File: config.mk
export PLATFORM = sky130hd
export DESIGN_NAME = yf_prog_loader
export DESIGN_NICKNAME = d
export VERILOG_FILES = /design/src/rtl/yf_prog_loader.sv
export SDC_FILE = /design/constraint.sdc
export NUM_CORES = 1
export LEC_CHECK = 0
export BUFFER_PORTS_ARGS = -buffer_cell sky130_fd_sc_hd__buf_2
export CAP_MARGIN = 10
export CORE_MARGIN = 2
export CORE_UTILIZATION = 50
export CTS_BUF_LIST = sky130_fd_sc_hd__clkbuf_4
export DETAILED_ROUTE_END_ITERATION = 7
export PLACE_DENSITY = 0.72
export RECOVER_POWER = 25
export SYNTH_ARGS = -nofsm -noshare
export SYNTH_HDL_FRONTEND = slang
export SYNTH_SLANG_ARGS = --single-unit
File: constraint.sdc
create_clock -name clk -period 6.25 [get_ports clk]
set_clock_uncertainty 0.2 [all_clocks]
set_input_delay 0.9375 -clock clk [delete_from_list [all_inputs] [get_ports clk]]
set_output_delay 0.9375 -clock clk [all_outputs]
set_load 0.02 [all_outputs]
File: src/rtl/yf_prog_loader.sv
// yf_prog_loader: receives a framed program image as a byte stream, assembles
// 16-bit instruction words and writes them into IMEM from address 0. The core
// is held in reset until a frame with a matching XOR checksum has been loaded.
//
// state | meaning
// IDLE  | waiting for SYNC, nothing loaded since reset
// CNT_H | expecting word count MSB
// CNT_L | expecting word count LSB, range-checked on acceptance
// W_HI  | expecting high byte of the next word
// W_LO  | expecting low byte of the next word
// WRITE | one-cycle IMEM write strobe, input stalled
// CHK   | expecting checksum byte
// DONE  | frame verified, core released; waiting for next SYNC
// ERROR | length or checksum error, core held; waiting for next SYNC
module yf_prog_loader #(
  parameter int          im_size = 16,
  parameter int          iw_size = 16,
  parameter logic [7:0]  SYNC    = 8'hA5
) (
  input  logic               clk,
  input  logic               rst,
  input  logic [7:0]         rx_data,
  input  logic               rx_valid,
  output logic               rx_ready,
  output logic               imem_we,
  output logic [im_size-1:0] imem_addr,
  output logic [iw_size-1:0] imem_wdata,
  output logic               cpu_rst,
  output logic               busy,
  output logic               done,
  output logic               err_chk,
  output logic               err_len,
  output logic [15:0]        words_out
);

  typedef enum logic [3:0] {
    IDLE, CNT_H, CNT_L, W_HI, W_LO, WRITE, CHK, DONE, ERROR
  } state_t;

  // Largest legal word count; 17 bits so the default depth of 65536 fits.
  localparam logic [16:0] MAX_WORDS = 17'(1) << im_size;

  state_t               state_q, state_d;
  logic [15:0]          cnt_q, cnt_d;
  logic [15:0]          words_q, words_d;
  logic [im_size-1:0]   addr_q, addr_d;
  logic [7:0]           hi_q, hi_d;
  logic [7:0]           lo_q, lo_d;
  logic [7:0]           acc_q, acc_d;
  logic                 rdy_q, rdy_d;
  logic                 cpu_rst_q, cpu_rst_d;
  logic                 busy_q, busy_d;
  logic                 done_q, done_d;
  logic                 err_chk_q, err_chk_d;
  logic                 err_len_q, err_len_d;
  logic                 byte_ok;
  logic [16:0]          cnt_full;

  assign byte_ok  = rx_valid && rdy_q;
  assign cnt_full = {1'b0, cnt_q[15:8], rx_data};

  // Next-state and register updates for the frame parser.
  always_comb begin
    state_d   = state_q;
    cnt_d     = cnt_q;
    words_d   = words_q;
    addr_d    = addr_q;
    hi_d      = hi_q;
    lo_d      = lo_q;
    acc_d     = acc_q;
    cpu_rst_d = cpu_rst_q;
    busy_d    = busy_q;
    done_d    = done_q;
    err_chk_d = err_chk_q;
    err_len_d = err_len_q;
    case (state_q)
      IDLE, DONE, ERROR: begin
        if (byte_ok && rx_data == SYNC) begin
          state_d   = CNT_H;
          busy_d    = 1'b1;
          cpu_rst_d = 1'b1;
          done_d    = 1'b0;
          err_chk_d = 1'b0;
          err_len_d = 1'b0;
          words_d   = '0;
          acc_d     = '0;
          addr_d    = '0;
        end
      end
      CNT_H: begin
        if (byte_ok) begin
          cnt_d[15:8] = rx_data;
          state_d     = CNT_L;
        end
      end
      CNT_L: begin
        if (byte_ok) begin
          cnt_d = cnt_full[15:0];
          if (cnt_full > MAX_WORDS) begin
            state_d   = ERROR;
            err_len_d = 1'b1;
            busy_d    = 1'b0;
          end else if (cnt_full == 17'd0) begin
            state_d = CHK;
          end else begin
            state_d = W_HI;
          end
        end
      end
      W_HI: begin
        if (byte_ok) begin
          hi_d    = rx_data;
          acc_d   = acc_q ^ rx_data;
          state_d = W_LO;
        end
      end
      W_LO: begin
        if (byte_ok) begin
          lo_d    = rx_data;
          acc_d   = acc_q ^ rx_data;
          state_d = WRITE;
        end
      end
      WRITE: begin
        words_d = words_q + 16'd1;
        if (words_q + 16'd1 == cnt_q) begin
          state_d = CHK;
        end else begin
          state_d = W_HI;
          addr_d  = addr_q + im_size'(1);
        end
      end
      CHK: begin
        if (byte_ok) begin
          busy_d = 1'b0;
          if (rx_data == acc_q) begin
            state_d   = DONE;
            done_d    = 1'b1;
            cpu_rst_d = 1'b0;
          end else begin
            state_d   = ERROR;
            err_chk_d = 1'b1;
          end
        end
      end
      default: state_d = IDLE;
    endcase
    // Ready is registered so it drops for exactly the WRITE cycle.
    rdy_d = (state_d != WRITE);
  end

  // State register with synchronous reset.
  always_ff @(posedge clk) begin
    if (rst) begin
      state_q   <= IDLE;
      cnt_q     <= '0;
      words_q   <= '0;
      addr_q    <= '0;
      hi_q      <= '0;
      lo_q      <= '0;
      acc_q     <= '0;
      rdy_q     <= 1'b0;
      cpu_rst_q <= 1'b1;
      busy_q    <= 1'b0;
      done_q    <= 1'b0;
      err_chk_q <= 1'b0;
      err_len_q <= 1'b0;
    end else begin
      state_q   <= state_d;
      cnt_q     <= cnt_d;
      words_q   <= words_d;
      addr_q    <= addr_d;
      hi_q      <= hi_d;
      lo_q      <= lo_d;
      acc_q     <= acc_d;
      rdy_q     <= rdy_d;
      cpu_rst_q <= cpu_rst_d;
      busy_q    <= busy_d;
      done_q    <= done_d;
      err_chk_q <= err_chk_d;
      err_len_q <= err_len_d;
    end
  end

  assign rx_ready   = rdy_q;
  assign imem_we    = (state_q == WRITE);
  assign imem_addr  = addr_q;
  assign imem_wdata = iw_size'({hi_q, lo_q});
  assign cpu_rst    = cpu_rst_q;
  assign busy       = busy_q;
  assign done       = done_q;
  assign err_chk    = err_chk_q;
  assign err_len    = err_len_q;
  assign words_out  = words_q;

endmodule

======== Word level (Yosys, flattened, before mapping) ========
Cells that the tools add are included.
storage, ports and cells
  output and inout port bits .............. 55
  bits in registers ....................... 82
  logic and storage cells ................. 99
  input bits .............................. 11
operators by class
  bitwise logic cells ..................... 2
  eq/ne operators ......................... 20
  reductions and logical operators ........ 22
  add/sub/neg operators ................... 2
  multiplexer cells ....................... 38
  $lt $le $gt $ge ......................... 1
operators by type and width
  operator                 number
  $pmux W16 S2             2
  $add A16 B1 Y16 const B  2
  $mux W16                 2
  $mux W4                  8
  $pmux W8 S2              2
  $pmux W4 S7              1
  $mux W8                  3
  $gt A16 B17 Y1 const B   1
  $logic_not A17 Y1        1
  $eq A16 B16 Y1           1
  $eq A4 B3 Y1 const B     4
  $ne A2 B2 Y1 const B     7
  $mux W1                  13
  $reduce_and A4 Y1        3
  $reduce_and A3 Y1        3
  $eq A4 B2 Y1 const B     2
  $eq A8 B8 Y1             1
  $eq A8 B8 Y1 const B     1
  $pmux W1 S2              4
  $reduce_and A2 Y1        4
  $reduce_bool A2 Y1       4
  $xor A8 B8 Y8            1
  $mux W3                  2
  $reduce_and A5 Y1        1
  11 further kinds         12

======== Longest topological paths before layout ========
  depth in word-level cells ............... 6
  mapped depth ............................ 11
  mapped depth without buffers ............ 8

======== Worst setup path before layout ========
No wires, ideal clock.
  path kind ............................... input -> register
  start point ............................. input rx_data[3]
  end point ............................... register addr_q[11], in the netlist imem_addr[11]
  data required time ...................... 5,981 ps
  cell stages on the path ................. 9
  data arrival time ....................... 2,920 ps
  setup slack ............................. 3,062 ps
  setup time .............................. 69 ps
  buffers on the path ..................... 2
  path through ............................ clkbuf_1 or4_1 nor3_2 nand2_1 nand2_2 nand4_1 buf_2 or4_1 a21oi_2
between the ends
  word-level cells in the longest chain between the ends .. 4
RTL lines
  what                                RTL line  source
  from (decl)                         22        input logic [7:0] rx_data,
  $eq A8 B8 Y1                        78        if (byte_ok && rx_data == SYNC) begin
  $logic_and A1 B1 Y1                 78
  $ne A2 B2 Y1 (no source line)       n/a
  $reduce_and A3 Y1 (no source line)  n/a
  to (signal assigned)                172       addr_q <= addr_d;
  to (decl)                           46        logic [im_size-1:0] addr_q, addr_d;
Every way passes these cells.
A chain may end at the register's enable or synchronous reset.

======== Worst setup path in the final report ========
  start point ............................. register state_q[2]
  end point ............................... register addr_q[12], in the netlist imem_addr[12]
between the ends
  word-level cells in the longest chain between the ends .. 4
  elaborated cells between the ends (all ways) .. 10
  classes of those cells .................. eq/ne: 5; mux: 1; reduce/logical: 4
RTL lines
  what                                                                 RTL line  source
  from (decl)                                                          43        state_t state_q, state_d;
  from (signal assigned)                                               169       state_q <= state_d;
  $eq A4 B3 Y1 (tied with other cells)                                 76        case (state_q)
  $reduce_or A3 Y1                                                     76
  $ne A2 B2 Y1 (no source line) or $reduce_bool A2 Y1 (tied branches)  n/a
  $reduce_and A3 Y1 (no source line)                                   n/a
Several ways; a longest one is shown, not always the timed one.

==> reports/metrics.yaml <==
status: "finished clean"
p_leak_uw: 0.001968
yosys.area_share.simple_pct: 27.82
finalCritPeriodShare_pct: 56.76
stdcell_count: 684
path_clk_slew_ns: 0.15
nets: 584
cts_resized: 0
path_max_fanout: 28
numCtsBuffers: 9
synthesis.nets: 549
cp_top_family: "simple AND/OR/NAND/NOR gates"
final_common_cell: "dfxtp_1"
critPathKind: "reg -> reg"
yosysWarnings: 0
synth_edf_count: 0
finalSetupViolCount: 0
synthXorXnorAreaFrac_pct: 4.845
min-delay-start: "err_len"
die_y_um: 99.07
synthTopCellsByArea: "dfxtp_1 (36%), mux2i_1 (7.3%), nor2_1 (6.1%), a21oi_1 (4.3%), xor2_1 (2.7%)"
postPlaceCellArea_um2: 4785
syn_area_um2: 4519
area_growth_pct: 9.164
cts_sinks: 82
synth_top_family_by_area: "simple AND/OR/NAND/NOR gates"
worstMarginPinSlew_ns: 0.8541
drv_cap: 0
root_buffer: "clkbuf_4"
initial_utilization_pct: 51.57
grt_max_degree: 65
synth_sequential_area_ratio_pct: 36.32
routed_via_density: 6.063
muxShareOfSynthArea_pct: 7.309
synth_top_area_cell: "dfxtp_1"
synth_fa_ha_area_share_pct: 0.5537
portBuffers: 65
antennaDiodeCount: 0
cpMostUsedCell: "a2111oi_2"
max_stage_delay_ns: 0.82
startpoint: "state_q[2]"
worstSetupEndpointType: "flip-flop"
grt_util_all_layers_pct: 23.33
synth-async-reset-ratio_pct: 0
drc_errors: 0
overflow: 0
die_x_um: 99.07
clockBufferDepth: 2
grt_pass1_vias: 3745
fin_area_um2: 4933
synth_cell_types: 74
io_pins: 66
drt_iter0_markers: 200
cts_tree: "built"
power.density_nw_per_um2: 216.9
grt_pass1_wl_um: 18530
slew_violations: 0
worst-path-buf-inv: 0
min_period_ns: 3.547
crit_path_start_kind: "flip-flop"
wl_per_cell_um: 16.47
fmax_mhz: 281.9
rows: 34
avgSynthCellArea_um2: 8.432
dp.cells: 667
first_pass_iters: 4
required_ns: 6.38
rsz0062_at_grt: "false"
place_congestion: 0.8584
clk_latency_ns: 0.45
via_count: 4147
coreArea_um2: 8763
cp_slowest_cell: "and4_1"
reg2reg_from: "state_q[2]"
crit_chain: "nand4bb_4 -> a2111oi_2 -> o2111ai_1 -> a2111oi_2 -> and4_1 -> or4_1 -> a21oi_2"
drive_gt1_share_pct: 15.45
ant_nets: 0
synthCells: 536
ys_ff_latch: 82
final_cell_mix: "dfxtp_1 (82), nor2_1 (73), buf_2 (44)"
hold_viol_final: 0
relSlewSlack_pct: 43.06
synth_top_cell_area_share_pct: 36.32
antenna_found_initial: 0
cp.arrival_ns: 3.67
post-cts-setup-buffers: 0
tns_ns: 0
hp-class: "reg -> reg"
peakVddDrop_uv: 154.9
die_area_um2: 9815
hold_buffers: 0
dp.final_hpwl_um: 7750
synth_flop_cell: "dfxtp_1"
synth-compound-area-share_pct: 17.66
routed_wl_um: 11270
h-tree-depth: 3
-- worst min-delay path, delay by kind of cell (launching register included) --
| kind | cells | cell delay (ns) |
|---|---|---|
| flops | 1 | 0.34 |
| buf+inv | 1 | 0.05 |
| simple gates | 1 | 0.03 |
-- report_power, final --
group          switching (uW)  internal [uW]
clock                     216            171
sequential               21.9            533
combinational            81.2           46.3
total                     320            750
-- metal layers --
metal | vias to the layer above | routed length, um | part of all wire (%) | track usage [%]
li1 | 2002 | - | - | -
met1 | 1997 | 5249 | 47 | 32.21
met2 | 135 | 5242 | 47 | 37.53
met3 | 13 | 668 | 5.9 | 4.823
met4 | 0 | 108 | 0.96 | 5.690
met5 | - | 0 | 0 | 0
-- metrics by stage --
step	power, uW	setup WS (ns)	util, %	hold WS, ns
finish	1070	2.703	56.30	0.2375
CTS	1074	2.748	56.61	0.2368
global placement	687.8	2.521	54.60	0.2121
global route	1113	2.413	56.30	0.2705
floorplan	660.7	3.062	-	0.2687
detailed placement	691.6	2.421	54.60	0.2171
-- cell type report --
type | count | area, um^2
Sequential cell | 82 | 1642
Clock buffer | 9 | 67.56
Clock inverter | 7 | 108.9
Fill cell | 833 | 3830
Inverter | 10 | 37.54
Multi-Input combinational cell | 400 | 2625
Timing Repair Buffer | 68 | 317.8
Tap cell | 108 | 135.1
-- state kept, by name, indices dropped and copies added (netlist names) --
register	count
cnt_q	16
acc_q	8
err_len	1
lo_q	8
done	1
busy	1
rx_ready	1
state_q	4
hi_q	8
imem_addr	16
cpu_rst	1
words_out	16
err_chk	1
-- synth_stat cells (3+ instances only) --
library cell and number:
nor4_1 4, nand2_1 30, o21ai_0 23, and3_1 5, o21ai_1 6, nand2b_1 5
buf_2 9, a21oi_1 39, nand3_1 15, nand3b_1 9, o31ai_1 12, a21o_1 3
or2_2 3, xor2_1 14, o21a_1 3, a21oi_2 5, nand4_1 6, clkbuf_1 27
buf_1 3, nor3_1 8, or3_1 8, a22oi_1 4, mux2i_1 33, xnor2_1 11
dfxtp_1 82, or4_1 15, o21bai_1 4, inv_1 10, a311oi_1 3, and4_1 5
nor2b_1 3, and2_1 5, nor2_1 73
-- final timing paths --
kind                   endpoint  slack [ns]  cells past startpoint
setup / recovery  imem_addr[12]        2.70                      7
hold / removal          err_len        0.24                      2
hold reg to reg         err_len        0.24                      2
setup reg to reg  imem_addr[12]        2.70                      7
-- logic make-up (layout without fill, tap and decap cells) --
logic type / after synthesis / in the layout
AO/OA/AOI/OAI: 122 / 122
multiplexers: 33 / 33
adder cells (fa/ha/maj): 2 / 2
AND/OR/NAND/NOR: 218 / 218
flip-flops: 82 / 82
XOR/XNOR: 25 / 25
buffers and inverters: 54 / 94
(Power assumes the default switching activity.)
